$ cat config.mk
export PLATFORM = sky130hd
export DESIGN_NAME = cond_eval_queue
export DESIGN_NICKNAME = d
export VERILOG_FILES = /design/src/rtl/cond_pkg.sv /design/src/rtl/cond_fifo.sv /design/src/rtl/cond_eval_queue.sv
export SDC_FILE = /design/constraint.sdc
export NUM_CORES = 1
export LEC_CHECK = 0
export ABC_AREA = 1
export CELL_PAD_IN_SITES_DETAIL_PLACEMENT = 0
export CELL_PAD_IN_SITES_GLOBAL_PLACEMENT = 1
export CORE_MARGIN = 5
export CORE_UTILIZATION = 44
export CTS_CLUSTER_SIZE = 28
export DETAILED_ROUTE_END_ITERATION = 10
export PLACE_DENSITY = 0.89
export SLEW_MARGIN = 15
export SYNTH_ARGS = -nofsm -noshare
export SYNTH_HDL_FRONTEND = slang
export SYNTH_HIERARCHICAL = 1
export SYNTH_SLANG_ARGS = --single-unit
$ cat constraint.sdc
create_clock -name clk -period 4.2 [get_ports clk]
set_input_delay 0.63 -clock clk [delete_from_list [all_inputs] [get_ports clk]]
set_output_delay 0.63 -clock clk [all_outputs]
set_load 0.02 [all_outputs]
$ cat src/rtl/cond_pkg.sv
// Shared types and the ARM condition-code evaluator for the condition queue.
package cond_pkg;

    typedef enum logic [3:0] {
        COND_EQ = 4'h0,
        COND_NE = 4'h1,
        COND_CS = 4'h2,
        COND_CC = 4'h3,
        COND_MI = 4'h4,
        COND_PL = 4'h5,
        COND_VS = 4'h6,
        COND_VC = 4'h7,
        COND_HI = 4'h8,
        COND_LS = 4'h9,
        COND_GE = 4'hA,
        COND_LT = 4'hB,
        COND_GT = 4'hC,
        COND_LE = 4'hD,
        COND_AL = 4'hE,
        COND_NV = 4'hF
    } cond_e;

    localparam int FLAG_Z = 3;
    localparam int FLAG_C = 2;
    localparam int FLAG_N = 1;
    localparam int FLAG_V = 0;

    // Returns {ok, undef}; NV is reported as undefined and never passes.
    function automatic logic [1:0] eval_cond(input cond_e cond, input logic [3:0] flags);
        logic ok;
        logic undef;
        logic z;
        logic c;
        logic n;
        logic v;
        z     = flags[FLAG_Z];
        c     = flags[FLAG_C];
        n     = flags[FLAG_N];
        v     = flags[FLAG_V];
        ok    = 1'b0;
        undef = 1'b0;
        case (cond)
            COND_EQ: ok = z;
            COND_NE: ok = !z;
            COND_CS: ok = c;
            COND_CC: ok = !c;
            COND_MI: ok = n;
            COND_PL: ok = !n;
            COND_VS: ok = v;
            COND_VC: ok = !v;
            COND_HI: ok = c && !z;
            COND_LS: ok = !c || z;
            COND_GE: ok = (n == v);
            COND_LT: ok = (n != v);
            COND_GT: ok = !z && (n == v);
            COND_LE: ok = z || (n != v);
            COND_AL: ok = 1'b1;
            COND_NV: undef = 1'b1;
        endcase
        return {ok, undef};
    endfunction

endpackage

$ cat src/rtl/cond_fifo.sv
// Register-based request FIFO with synchronous flush and count-based full/empty.
module cond_fifo #(
    parameter int WIDTH = 8,
    parameter int DEPTH = 4
) (
    input  logic             clk,
    input  logic             rst_n,
    input  logic             flush,
    input  logic             push,
    input  logic             pop,
    input  logic [WIDTH-1:0] wr_data,
    output logic [WIDTH-1:0] rd_data,
    output logic             full,
    output logic             empty
);

    localparam int PTR_W = $clog2(DEPTH);
    localparam logic [PTR_W:0]   CNT_FULL = (PTR_W + 1)'(DEPTH);
    localparam logic [PTR_W:0]   CNT_ONE  = 1;
    localparam logic [PTR_W-1:0] PTR_ONE  = 1;

    logic [WIDTH-1:0] mem_q [DEPTH];
    logic [WIDTH-1:0] mem_d [DEPTH];
    logic [PTR_W-1:0] wr_ptr_q, wr_ptr_d;
    logic [PTR_W-1:0] rd_ptr_q, rd_ptr_d;
    logic [PTR_W:0]   count_q, count_d;
    logic             do_push;
    logic             do_pop;

    assign full    = (count_q == CNT_FULL);
    assign empty   = (count_q == '0);
    assign rd_data = mem_q[rd_ptr_q];
    assign do_push = push && !full && !flush;
    assign do_pop  = pop && !empty && !flush;

    // Pointers wrap naturally because DEPTH is a power of two.
    always_comb begin
        mem_d    = mem_q;
        wr_ptr_d = wr_ptr_q;
        rd_ptr_d = rd_ptr_q;
        count_d  = count_q;
        if (flush) begin
            wr_ptr_d = '0;
            rd_ptr_d = '0;
            count_d  = '0;
        end else begin
            if (do_push) begin
                mem_d[wr_ptr_q] = wr_data;
                wr_ptr_d        = wr_ptr_q + PTR_ONE;
            end
            if (do_pop) begin
                rd_ptr_d = rd_ptr_q + PTR_ONE;
            end
            if (do_push && !do_pop) begin
                count_d = count_q + CNT_ONE;
            end else if (do_pop && !do_push) begin
                count_d = count_q - CNT_ONE;
            end
        end
    end

    always_ff @(posedge clk or negedge rst_n) begin
        if (!rst_n) begin
            for (int i = 0; i < DEPTH; i++) begin
                mem_q[i] <= '0;
            end
            wr_ptr_q <= '0;
            rd_ptr_q <= '0;
            count_q  <= '0;
        end else begin
            mem_q    <= mem_d;
            wr_ptr_q <= wr_ptr_d;
            rd_ptr_q <= rd_ptr_d;
            count_q  <= count_d;
        end
    end

endmodule

$ cat src/rtl/cond_eval_queue.sv
// Branch condition unit: queues condition checks, owns NZCV, and returns
// tagged pass/fail results over a valid/ready handshake.
module cond_eval_queue
    import cond_pkg::*;
#(
    parameter int DEPTH    = 4,
    parameter int TAG_W    = 4,
    parameter int FLAG_FWD = 1,
    parameter int CNT_W    = 16
) (
    input  logic             clk,
    input  logic             rst_n,
    input  logic             flag_we,
    input  logic [3:0]       flag_in,
    output logic [3:0]       flags,
    input  logic             flush,
    input  logic             req_valid,
    output logic             req_ready,
    input  logic [3:0]       req_cond,
    input  logic [TAG_W-1:0] req_tag,
    output logic             res_valid,
    input  logic             res_ready,
    output logic             res_ok,
    output logic             res_undef,
    output logic [TAG_W-1:0] res_tag,
    output logic [CNT_W-1:0] taken_cnt
);

    localparam int ENTRY_W = 4 + TAG_W;
    localparam logic [CNT_W-1:0] CNT_ONE = 1;

    logic [3:0]       flags_q, flags_d;
    logic             res_valid_q, res_valid_d;
    logic             res_ok_q, res_ok_d;
    logic             res_undef_q, res_undef_d;
    logic [TAG_W-1:0] res_tag_q, res_tag_d;
    logic [CNT_W-1:0] taken_cnt_q, taken_cnt_d;

    logic               fifo_full;
    logic               fifo_empty;
    logic               push;
    logic               pop;
    logic               handshake;
    logic [ENTRY_W-1:0] head;
    cond_e              head_cond;
    logic [TAG_W-1:0]   head_tag;
    logic [3:0]         eval_flags;
    logic [1:0]         head_eval;

    // Ready is held low while in reset so every output reads zero then.
    assign req_ready = rst_n && !fifo_full;
    assign push      = req_valid && !fifo_full && !flush;
    assign pop       = !fifo_empty && (!res_valid_q || res_ready) && !flush;
    assign handshake = res_valid_q && res_ready && !flush;

    cond_fifo #(
        .WIDTH (ENTRY_W),
        .DEPTH (DEPTH)
    ) u_fifo (
        .clk     (clk),
        .rst_n   (rst_n),
        .flush   (flush),
        .push    (push),
        .pop     (pop),
        .wr_data ({req_cond, req_tag}),
        .rd_data (head),
        .full    (fifo_full),
        .empty   (fifo_empty)
    );

    assign head_cond  = cond_e'(head[ENTRY_W-1 -: 4]);
    assign head_tag   = head[TAG_W-1:0];
    assign eval_flags = ((FLAG_FWD != 0) && flag_we) ? flag_in : flags_q;
    assign head_eval  = eval_cond(head_cond, eval_flags);

    // A held result keeps its payload; only a pop reloads it.
    always_comb begin
        flags_d     = flags_q;
        res_valid_d = res_valid_q;
        res_ok_d    = res_ok_q;
        res_undef_d = res_undef_q;
        res_tag_d   = res_tag_q;
        taken_cnt_d = taken_cnt_q;
        if (flag_we) begin
            flags_d = flag_in;
        end
        if (flush) begin
            res_valid_d = 1'b0;
        end else if (pop) begin
            res_valid_d = 1'b1;
            res_ok_d    = head_eval[1];
            res_undef_d = head_eval[0];
            res_tag_d   = head_tag;
        end else if (handshake) begin
            res_valid_d = 1'b0;
        end
        if (handshake && res_ok_q) begin
            taken_cnt_d = taken_cnt_q + CNT_ONE;
        end
    end

    always_ff @(posedge clk or negedge rst_n) begin
        if (!rst_n) begin
            flags_q     <= '0;
            res_valid_q <= 1'b0;
            res_ok_q    <= 1'b0;
            res_undef_q <= 1'b0;
            res_tag_q   <= '0;
            taken_cnt_q <= '0;
        end else begin
            flags_q     <= flags_d;
            res_valid_q <= res_valid_d;
            res_ok_q    <= res_ok_d;
            res_undef_q <= res_undef_d;
            res_tag_q   <= res_tag_d;
            taken_cnt_q <= taken_cnt_d;
        end
    end

    assign flags     = flags_q;
    assign res_valid = res_valid_q;
    assign res_ok    = res_ok_q;
    assign res_undef = res_undef_q;
    assign res_tag   = res_tag_q;
    assign taken_cnt = taken_cnt_q;

endmodule

* Word-level counts from Yosys, hierarchy flattened
Index checks and enable logic that the tools add are counted.
** Word-level totals
- Bits in registers :: 66
- Word-level logic and storage cells :: 99
** Cells by class
- Add/subtract/negate cells :: 5
- Magnitude comparators :: 3
- Equality and inequality tests :: 18
- Multiplexer cells :: 19
- Bitwise logic cells :: 3
- Reductions and logical operators :: 38
** Operator list (count)
- 32-bit bitwise mux :: 1
- 4-bit == test (second input constant) :: 8
- 8-bit two-way mux :: 3
- 1-bit logical AND :: 17
- 16-bit by 1-bit adder with 16-bit output (second input constant) :: 1
- 8-bit binary-select mux with 2-bit select :: 1
- 8-bit demux with 2-bit select :: 1
- 4-bit by 3-bit == test with 1-bit output (second input constant) :: 4
- 1-bit case mux with 15 select lines :: 1
- 1-bit zero test :: 10
- 3-bit two-way mux :: 3
- 4-bit by 2-bit == test with 1-bit output (second input constant) :: 2
- 2-bit two-way mux :: 4
- 3-bit greater-or-equal comparator (second input constant) :: 2
- 2-bit NOT with 3-bit output :: 2
- 3-bit nonzero test :: 2
- 2-bit by 1-bit adder with 2-bit output (second input constant) :: 2
- 4-bit by 1-bit == test with 1-bit output (second input constant) :: 1
- 4-bit zero test :: 1
- 1-bit two-way mux :: 4
- 4-bit two-way mux :: 1
- 2-bit AND reduction :: 2
- 2-bit nonzero test :: 2
- 3-bit by 1-bit adder with 3-bit output (second input constant) :: 1
- other kinds (8) :: 10

* Longest topological paths before layout
- Depth after elaboration :: 11
- Gate-level depth with buffers :: 15

* Hierarchy
Netlist, hierarchy kept.
** By module, submodules not included
- cond_fifo :: instances 1, cells each 215, area an instance 1920.6 µm², sequential area each 975.9 µm²
- cond_eval_queue :: instances 1, cells each 210, area an instance 1542.7 µm², sequential area each 675.6 µm²

* Worst setup path before layout
Ideal clock, no wire load.
- Path type :: input-to-reg
- Start point :: in flush
- End point :: reg u_fifo.count_q[2]
- Setup time :: 0.117 ns
- Data arrival time :: 1.992 ns
- Required time :: 4.083 ns
- Slack :: 2.091 ns
- Cell stages on the path :: 11
- Buffers on the path :: 0
- Path through :: nor3b_1 -> inv_1 -> a21oi_1 -> nand3_2 -> inv_1 -> fa_1 -> xor2_1 -> nand3b_1 -> nand2_1 -> nand2_1 -> nand2_1
** On the way
- Longest elaborated chain between the ends :: 8
- Elaborated cells between the ends (all ways) :: 14
- Classes of those cells :: mux (2); reduce/logical (12)
** Ends and longest elaborated chain
- start: declaration :: line cond_eval_queue.sv:16 : input logic flush,
- 1-bit zero test
- 1-bit logical AND :: line cond_eval_queue.sv:53 : assign pop = !fifo_empty && (!res_valid_q || res_ready) && !flush;
- 1-bit logical AND (2 in series) :: line cond_fifo.sv:34 : assign do_pop = pop && !empty && !flush;
- 1-bit zero test :: line cond_fifo.sv:54 : if (do_push && !do_pop) begin
- 1-bit logical AND :: line cond_fifo.sv:54
- 3-bit two-way mux :: line cond_fifo.sv:54
- 3-bit two-way mux :: line cond_fifo.sv:42 : if (flush) begin
- end signal: assignment :: line cond_fifo.sv:74 : count_q <= count_d;
- end: declaration :: line cond_fifo.sv:26 : logic [PTR_W:0] count_q, count_d;
Several ways; a longest one is shown, not always the timed one.
A chain may end at the register's enable or synchronous reset.

* Worst setup path in the final report
- Start point :: reg u_fifo.rd_ptr_q[0]
- End point :: reg res_ok_q (netlist: res_ok)
** On the way
- Longest elaborated chain between the ends :: 6
- Elaborated cells between the ends (all ways) :: 20
- Classes of those cells :: eq/ne (14); mux (4); bitwise (1); reduce/logical (1)
** Ends and longest elaborated chain
- start: declaration :: line cond_fifo.sv:25 : logic [PTR_W-1:0] rd_ptr_q, rd_ptr_d;
- start signal: assignment :: line cond_fifo.sv:73 : rd_ptr_q <= rd_ptr_d;
- 2-bit NOT with 3-bit output (implied by the code) (*) :: line cond_fifo.sv:32 : assign rd_data = mem_q[rd_ptr_q];
- 8-bit binary-select mux with 2-bit select (*) :: line cond_fifo.sv:32
- 8-bit two-way mux (implied by the code) (*) (2 in series) :: line cond_fifo.sv:32
- net head[7] :: line cond_eval_queue.sv:44 : logic [ENTRY_W-1:0] head;
- 4-bit == test (tied with other cells) :: line cond_pkg.sv:42 : case (cond)
- 1-bit case mux with 15 select lines (*) :: line cond_pkg.sv:42
- end signal: assignment :: line cond_eval_queue.sv:113 : res_ok_q <= res_ok_d;
- end: declaration :: line cond_eval_queue.sv:34 : logic res_ok_q, res_ok_d;
The timed path passes the listed nets; every way through them passes the cells marked *. The select of a mux whose other input is x is not followed.

==> results_dict.tcl <==
set metrics [dict create \
    drive_gt1_share_pct 9.60 \
    grt_util_met2_pct 26.9 \
    cts_root_buffer "clkbuf_8" \
    maximum_vdd_ir_drop_uv 239 \
    worst_slew_margin_rel_pct 43.4 \
    global_route_wire_length_before_repair_um 12600 \
    yosysWarnings 6 \
    rsz0062_at_grt "no" \
    clock_latency_ns 0.34 \
    syn_nets 449 \
    synth.yosys.seq_area_share_pct 47.7 \
    timing.clock.skew_ns 0.00683 \
    area.growth.synth_to_final_pct 20.2 \
    synth.top_cell.area_share_pct 47.7 \
    clk_pin_slew_worst_paths_ns 0.07 \
    post-route-util_pct 54.2 \
    postSynthAreaPerCell_sq_um 8.15 \
    critPathArrivalTime_ns 2.99 \
    antennaDiodeCount 0 \
    cts_buffer_depth 2 \
    power.density_nw_per_um2 488 \
    grt_antenna_before_repair 0 \
    core_region_area_sq_um 7690 \
    final_total_negative_setup_slack_ns 0 \
    hold_class "in2async" \
    outcome "finished clean" \
    clock_sinks 66 \
    detail_route.first_pass.iterations 4 \
    finalCriticalPeriod_ns 2.70 \
    pin_count_of_the_biggest_net_entering_global_routing 67 \
    cts_buffers 9 \
    netlist_top_cells_area "dfrtp_1 (48%), nand2_1 (13%), inv_1 (5.7%)" \
    wirelength_um 7410 \
    postCtsSetupBuffers 0 \
    final.fill_count 787 \
    synthMostInstantiatedCell "nand2_1" \
    synthCells 425 \
    grt_pass1_vias 2781 \
    gr-max-usage-layer "met2" \
    min_period_over_period_pct 64.3 \
    tightest_slew_ns 0.849 \
    synth-main-ff-cell "dfrtp_1" \
    pre_cts_slack_ns 1.19 \
    viasPerCell 4.92 \
    synth_area_sq_um 3460 \
    ctsResizeCount 0 \
    path_delay_family "simple AND/OR/NAND/NOR gates" \
    placed_cells_incl_taps 565 \
    critical_path.startpoint "u_fifo/rd_ptr_q[0]$_DFFE_PN0P_" \
    global_route.usage.met1_pct 19.6 \
    die-width_um 98.7 \
    vias 2861 \
    post-synth-top-area-cell "dfrtp_1" \
    synth-edff-count 0 \
    setup_violations 0 \
    delay_contributed_by_the_slowest_stage_of_the_critical_path_ns 0.61 \
    cts_tree "done" \
    yosys-top-cells-count "nand2_1 (123), dfrtp_1 (66), inv_1 (53), nor2_1 (33), o21ai_1 (25)" \
    placement.io_buffers 45 \
    critical_path_buf_inv_count 1 \
    crit_path_max_fanout 18 \
    globalRouteMet3Util_pct 5.17 \
    placement_rows 32 \
    critical_path.reg2reg.startpoint "u_fifo/rd_ptr_q[0]$_DFFE_PN0P_" \
    postRouteAntennaNets 0 \
    drv_cap 0 \
    final_cell_count_without_fillers 581 \
    fp.dieH_um 98.7 \
    slowest_stage_cell_crit_path "dfrtp_1" \
    wl_per_cell_um 12.8 \
    finalHoldViolCount 0 \
    setup.worst_path.start_class "flop" \
    cts_max_level 3 \
    yosys_register_bits 66 \
    crit_required_ns 4.48 \
    ctsHoldBuffers 0 \
    report.power.total_mw 2.03 \
    effective_utilization_at_floorplan_pct 45.1 \
    crit_cells 13 \
    timing.reg2reg.worst_path_depth 13 \
    timing.final.max_slew_violations 0 \
    drt_drc_violations_left 0 \
    cellLeakagePower_nw 2.09 \
    grtUsageTotal_pct 15.9 \
    grt_overflow 0 \
    starting_drt_drc_count 88 \
    gpl.final_weighted_congestion 0.842 \
    num-nets-final 498 \
    postSynth.asyncResetShare_pct 100 \
    crit_end_category "flop" \
    die_area_sq_um 9750 \
    critical_path_class "reg2reg" \
    setup_slack_after_layout_ns 1.50 \
    ios 46 \
    synth_cell_types 35 \
    detailed_place_hpwl_um 5220 \
    crit_top_cell "nand2_1" \
    path_cells "inv_1, o21ai_0, o22ai_1, nand2_1, nand3_1, nand2_1, nor2_1, nand2_1, nand2_1, nor2_1, nand2_1, nand2_1, nand2_1" \
    maxClockFrequency_mhz 370 \
]
-- path summary, 6_finish.rpt --
path / endpoint / slack [ns]
worst max-delay path: res_ok$_DFFE_PN0P_ / 1.50
worst min-delay path: flags[0]$_DFF_PN0_ / 0.48
worst max register to register: res_ok$_DFFE_PN0P_ / 1.50
worst min register to register: res_tag[3]$_DFFE_PN0P_ / 0.48
max in group asynchronous: u_fifo/mem_q[6]$_DFFE_PN0P_ / 3.15
min in group clk: res_tag[3]$_DFFE_PN0P_ / 0.48
-- cell type report --
class                   instances  area (sq um)  area share [%]
repair buffers                 46           453            10.9
flip-flops and latches         66          1650            39.7
multi-input cells             297          1540            37.0
clock inverters                 5          55.1            1.32
clock buffers                  11           131            3.16
inverters                      54           203            4.87
well taps                     102           128            3.06
-- layer usage --
| metal | share of wire [%] | routed length (um) |
|---|---|---|
| met1 | 45 | 3360 |
| met2 | 49 | 3630 |
| met3 | 4.3 | 318 |
| met4 | 1.4 | 107 |
| met5 | 0 | 0 |
-- flip-flops by register name (all words and copies together), names as in the netlist --
signal / count
u_fifo/mem_q: 32
taken_cnt: 16
flags: 4
res_tag: 4
u_fifo/count_q: 3
u_fifo/rd_ptr_q: 2
u_fifo/wr_ptr_q: 2
res_ok: 1
res_undef: 1
res_valid: 1
-- metrics by stage --
| stage | area [sq um] | hold WS [ns] |
|---|---|---|
| final | 4160 | 0.477 |
| after CTS | 4160 | 0.481 |
| after detailed placement | 3980 | 0.464 |
| after global routing | 4160 | 0.506 |
| after floorplan | 3460 | 0.334 |
| after global placement | 3980 | 0.461 |
-- kinds of logic after synthesis --
logic type	count (synthesis)	share of synthesized area, %
AO/OA/AOI/OAI	71	11.5
XOR/XNOR	14	3.54
adder cells (fa/ha/maj)	6	2.38
buffers and inverters	62	7.77
flip-flops	66	47.7
AND/OR/NAND/NOR	206	27.1
-- power breakdown --
part           total [mW]  internal (mW)  switching (mW)
logic               0.646          0.263           0.382
registers           0.867          0.770          0.0973
clock network       0.520          0.272           0.247
-- worst reg2reg max path, stage by stage (launching register included) --
cell and delay, ns:
dfrtp_1 0.61, inv_1 0.51, o21ai_0 0.15, o22ai_1 0.50, nand2_1 0.21, nand3_1 0.13
nand2_1 0.08, nor2_1 0.09, nand2_1 0.06, nand2_1 0.05, nor2_1 0.04, nand2_1 0.08
nand2_1 0.06, nand2_1 0.06
-- layout by cell type, fill, tap and decap left out, types with 2 or more instances in the layout --
cell and n:
clkdlybuf4s50_1 44, o21ai_2 7, dfrtp_1 66, o21ai_1 25, clkinvlp_4 2, xnor2_1 2, ha_1 5, nand3_1 15
nand2_1 123, inv_1 53, clkbuf_8 9, xor2_1 12, clkinv_2 2, o22ai_1 8, nand4_1 3, clkbuf_1 2
nor3_1 8, nand2_4 5, a21oi_1 6, o21ai_0 23, nor2_2 3, nand2_2 7, nor2_1 33
Power figures use the tool's default switching activity.
==> patch (config.mk and constraints unchanged) <==
The parameter `TAG_W` goes from 4 to 6.
--- a/src/rtl/cond_eval_queue.sv
+++ b/src/rtl/cond_eval_queue.sv
@@ -6,3 +6,3 @@
     parameter int DEPTH    = 4,
-    parameter int TAG_W    = 4,
+    parameter int TAG_W    = 6,
     parameter int FLAG_FWD = 1,
Interface: changed (resized req_tag and res_tag); port bits go from 46 to 50. No check against the original RTL was run, so the function may have changed too.
==> patch against the unedited design <==
Total power is 6.5% higher. Critical path depth is 1 lower. Sequential cell count is 10 higher. Hold slack better by 0.012 ns. First-iteration DRC count is 55% higher. Largest cell class unchanged. Design area is 9.6% higher. Worst setup slack worse by 0.041 ns. Sequential share of layout area is 2.0 points higher. Highest routed layer unchanged. Count of clock-buffer cells in the layout is 1 higher. Synthesized area is 9.7% higher. Clock power is 9.8% higher. Combinational power is 5.0% lower. Largest power group unchanged. Clock skew is 0.0013 ns higher. Wire length is 9.9% higher.
==> patch: results <==
group,metric,value,unit
logic_synthesis,avgSynthCellArea,8.276,um^2
final_layout,n_antenna_cell,0,
worst_setup_path,cp.arrival,2.97,ns
worst_setup_path,worst_r2r_path_depth,13,
grt,grt_max_degree,77,
place,place_ws,1.116,ns
power_and_ir_drop,irDropWorstVdd,0.0002245,V
logic_synthesis,yosys_warnings,6,
clocking,cts_max_level,3,
final_layout,largest_reg_flops,40,
place,io_buffer_count,49,
drt,first_iter_violations,136,
place,routabilityCongestion,0.8130,
logic_synthesis,async_reset_ff_share,100.0,%
clocking,postCtsHoldBufs,0,
place,dp_hpwl,5.738,mm
logic_synthesis,synth_cell_types,33,
drt,vias,3030,
grt,grt_pass1_vias,2907,
drt,drt_pass1_iterations,4,
place,dp_cells,601,
worst_hold_path,holdPathEnd,"res_undef",
drt,vias_per_cell,4.911,
worst_setup_path,r2r_setup_slack,1.53,ns
logic_synthesis,ys_top_cells_by_count,"131 x nand2_1, 76 x dfrtp_1, 45 x inv_1, 40 x o21ai_1, 33 x nor2_1",
worst_hold_path,worst_hold_path_type,"flop to flop",
clocking,cts_buffers,9,
grt,track_usage,16.63,%
drt,wl,8.149,mm
final_layout,drive_above_1_share,9.570,%
power_and_ir_drop,p_leak,2.260,nW
worst_setup_path,worst_path_dominant_cell_family,"simple AND/OR/NAND/NOR gates",
worst_hold_path,hp-start,"res_undef",
worst_setup_path,crit_path_max_incr_delay,0.66,ns
worst_setup_path,path_max_fanout,7,
final_layout,fin_nets,533,
logic_synthesis,ys.flop_type,"dfrtp_1",
grt,grt_antenna_before_repair,0,
sta,max-slew-margin-rel,37.18,%
worst_setup_path,crit_start,"flush",
worst_setup_path,crit_end,"u_fifo/count_q[2]",
sta,fin_worst_skew,0.008167,ns
clocking,post_cts_buffers,0,
logic_synthesis,syn_nets,485,
final_layout,fillers,809,
worst_setup_path,crit_path_top_delay_cell,"clkdlybuf4s50_1",
sta,fin_crit_sh,65.29,%
outcome,outcome,"finished, final reports clean",
floorplanning,dieArea,0.01059,mm^2
clocking,clkLatencyLatePin,0.34,ns
clocking,clkTransAtPathRegs,0.08,ns
grt,grt_pass1_wl,13.90,mm
clocking,cts.path.max_buffers,2,
worst_setup_path,reg2reg_from,"u_fifo/rd_ptr_q[0]",
logic_synthesis,synth.area.top_cells,"dfrtp_1 50%, nand2_1 13%, o21ai_1 5.3%",
worst_setup_path,r2r_end,"res_ok",
final_layout,largest-register,"u_fifo/mem_q",
clocking,root_buffer,"clkbuf_8",
logic_synthesis,ys_seq_area_share,50.07,%
worst_hold_path,whs_path_depth,2,
-- patch: changes by cell type in the layout (fill, tap and decap cells not counted), sizes merged, moves of 2 or more --
cell           delta
nand2            +10
clkdlybuf4s50     +4
dfrtp            +10
inv               -4
o22ai             +2
xor2              -5
nor3              -4
o21ai             +8
xnor2             +7
clkinv            +3
-- patch: report_power, final --
part / internal, W / total, W / switching (W)
combinational: 0.000256 / 0.000614 / 0.000358
clock: 0.000306 / 0.000571 / 0.000265
sequential: 0.000881 / 0.000981 / 0.000101
-- patch: metal layers --
metal	GRT usage [%]	wire, um
met3	2.909	327
met4	4.781	51
met2	27.48	3830
met5	0	0
met1	22.55	3939
-- patch: metrics by stage --
stage / hold WS, ns / instance area, um^2 / util, %
2_1_floorplan: 0.3344 / 3799 / -
3_3_place_gp: 0.4658 / 4360 / 52.54
3_5_place_dp: 0.4731 / 4360 / 52.54
4_1_cts: 0.4919 / 4563 / 54.98
5_1_grt: 0.5101 / 4563 / 54.98
6_report: 0.4888 / 4563 / 54.98
-- patch: layout make-up --
cell class,count,area share [%]
Multi-Input combinational cell,316,35.59
Inverter,53,4.387
Tap cell,105,2.879
Timing Repair Buffer,51,11.02
Sequential cell,76,41.68
Clock inverter,4,1.042
Clock buffer,12,3.400
-- patch: cell families (layout without fill, tap and decap cells) --
kind of cell / Yosys count / after routing / share of synthesized area [%]
buffers and inverters: 67 / 120 / 7.180
DFF: 76 / 76 / 50.07
AOI/OAI and AO/OA: 80 / 80 / 11.03
adders and majority gates: 6 / 6 / 2.174
xor gates and xnor gates: 16 / 16 / 3.689
and+or+nand+nor: 214 / 214 / 25.86
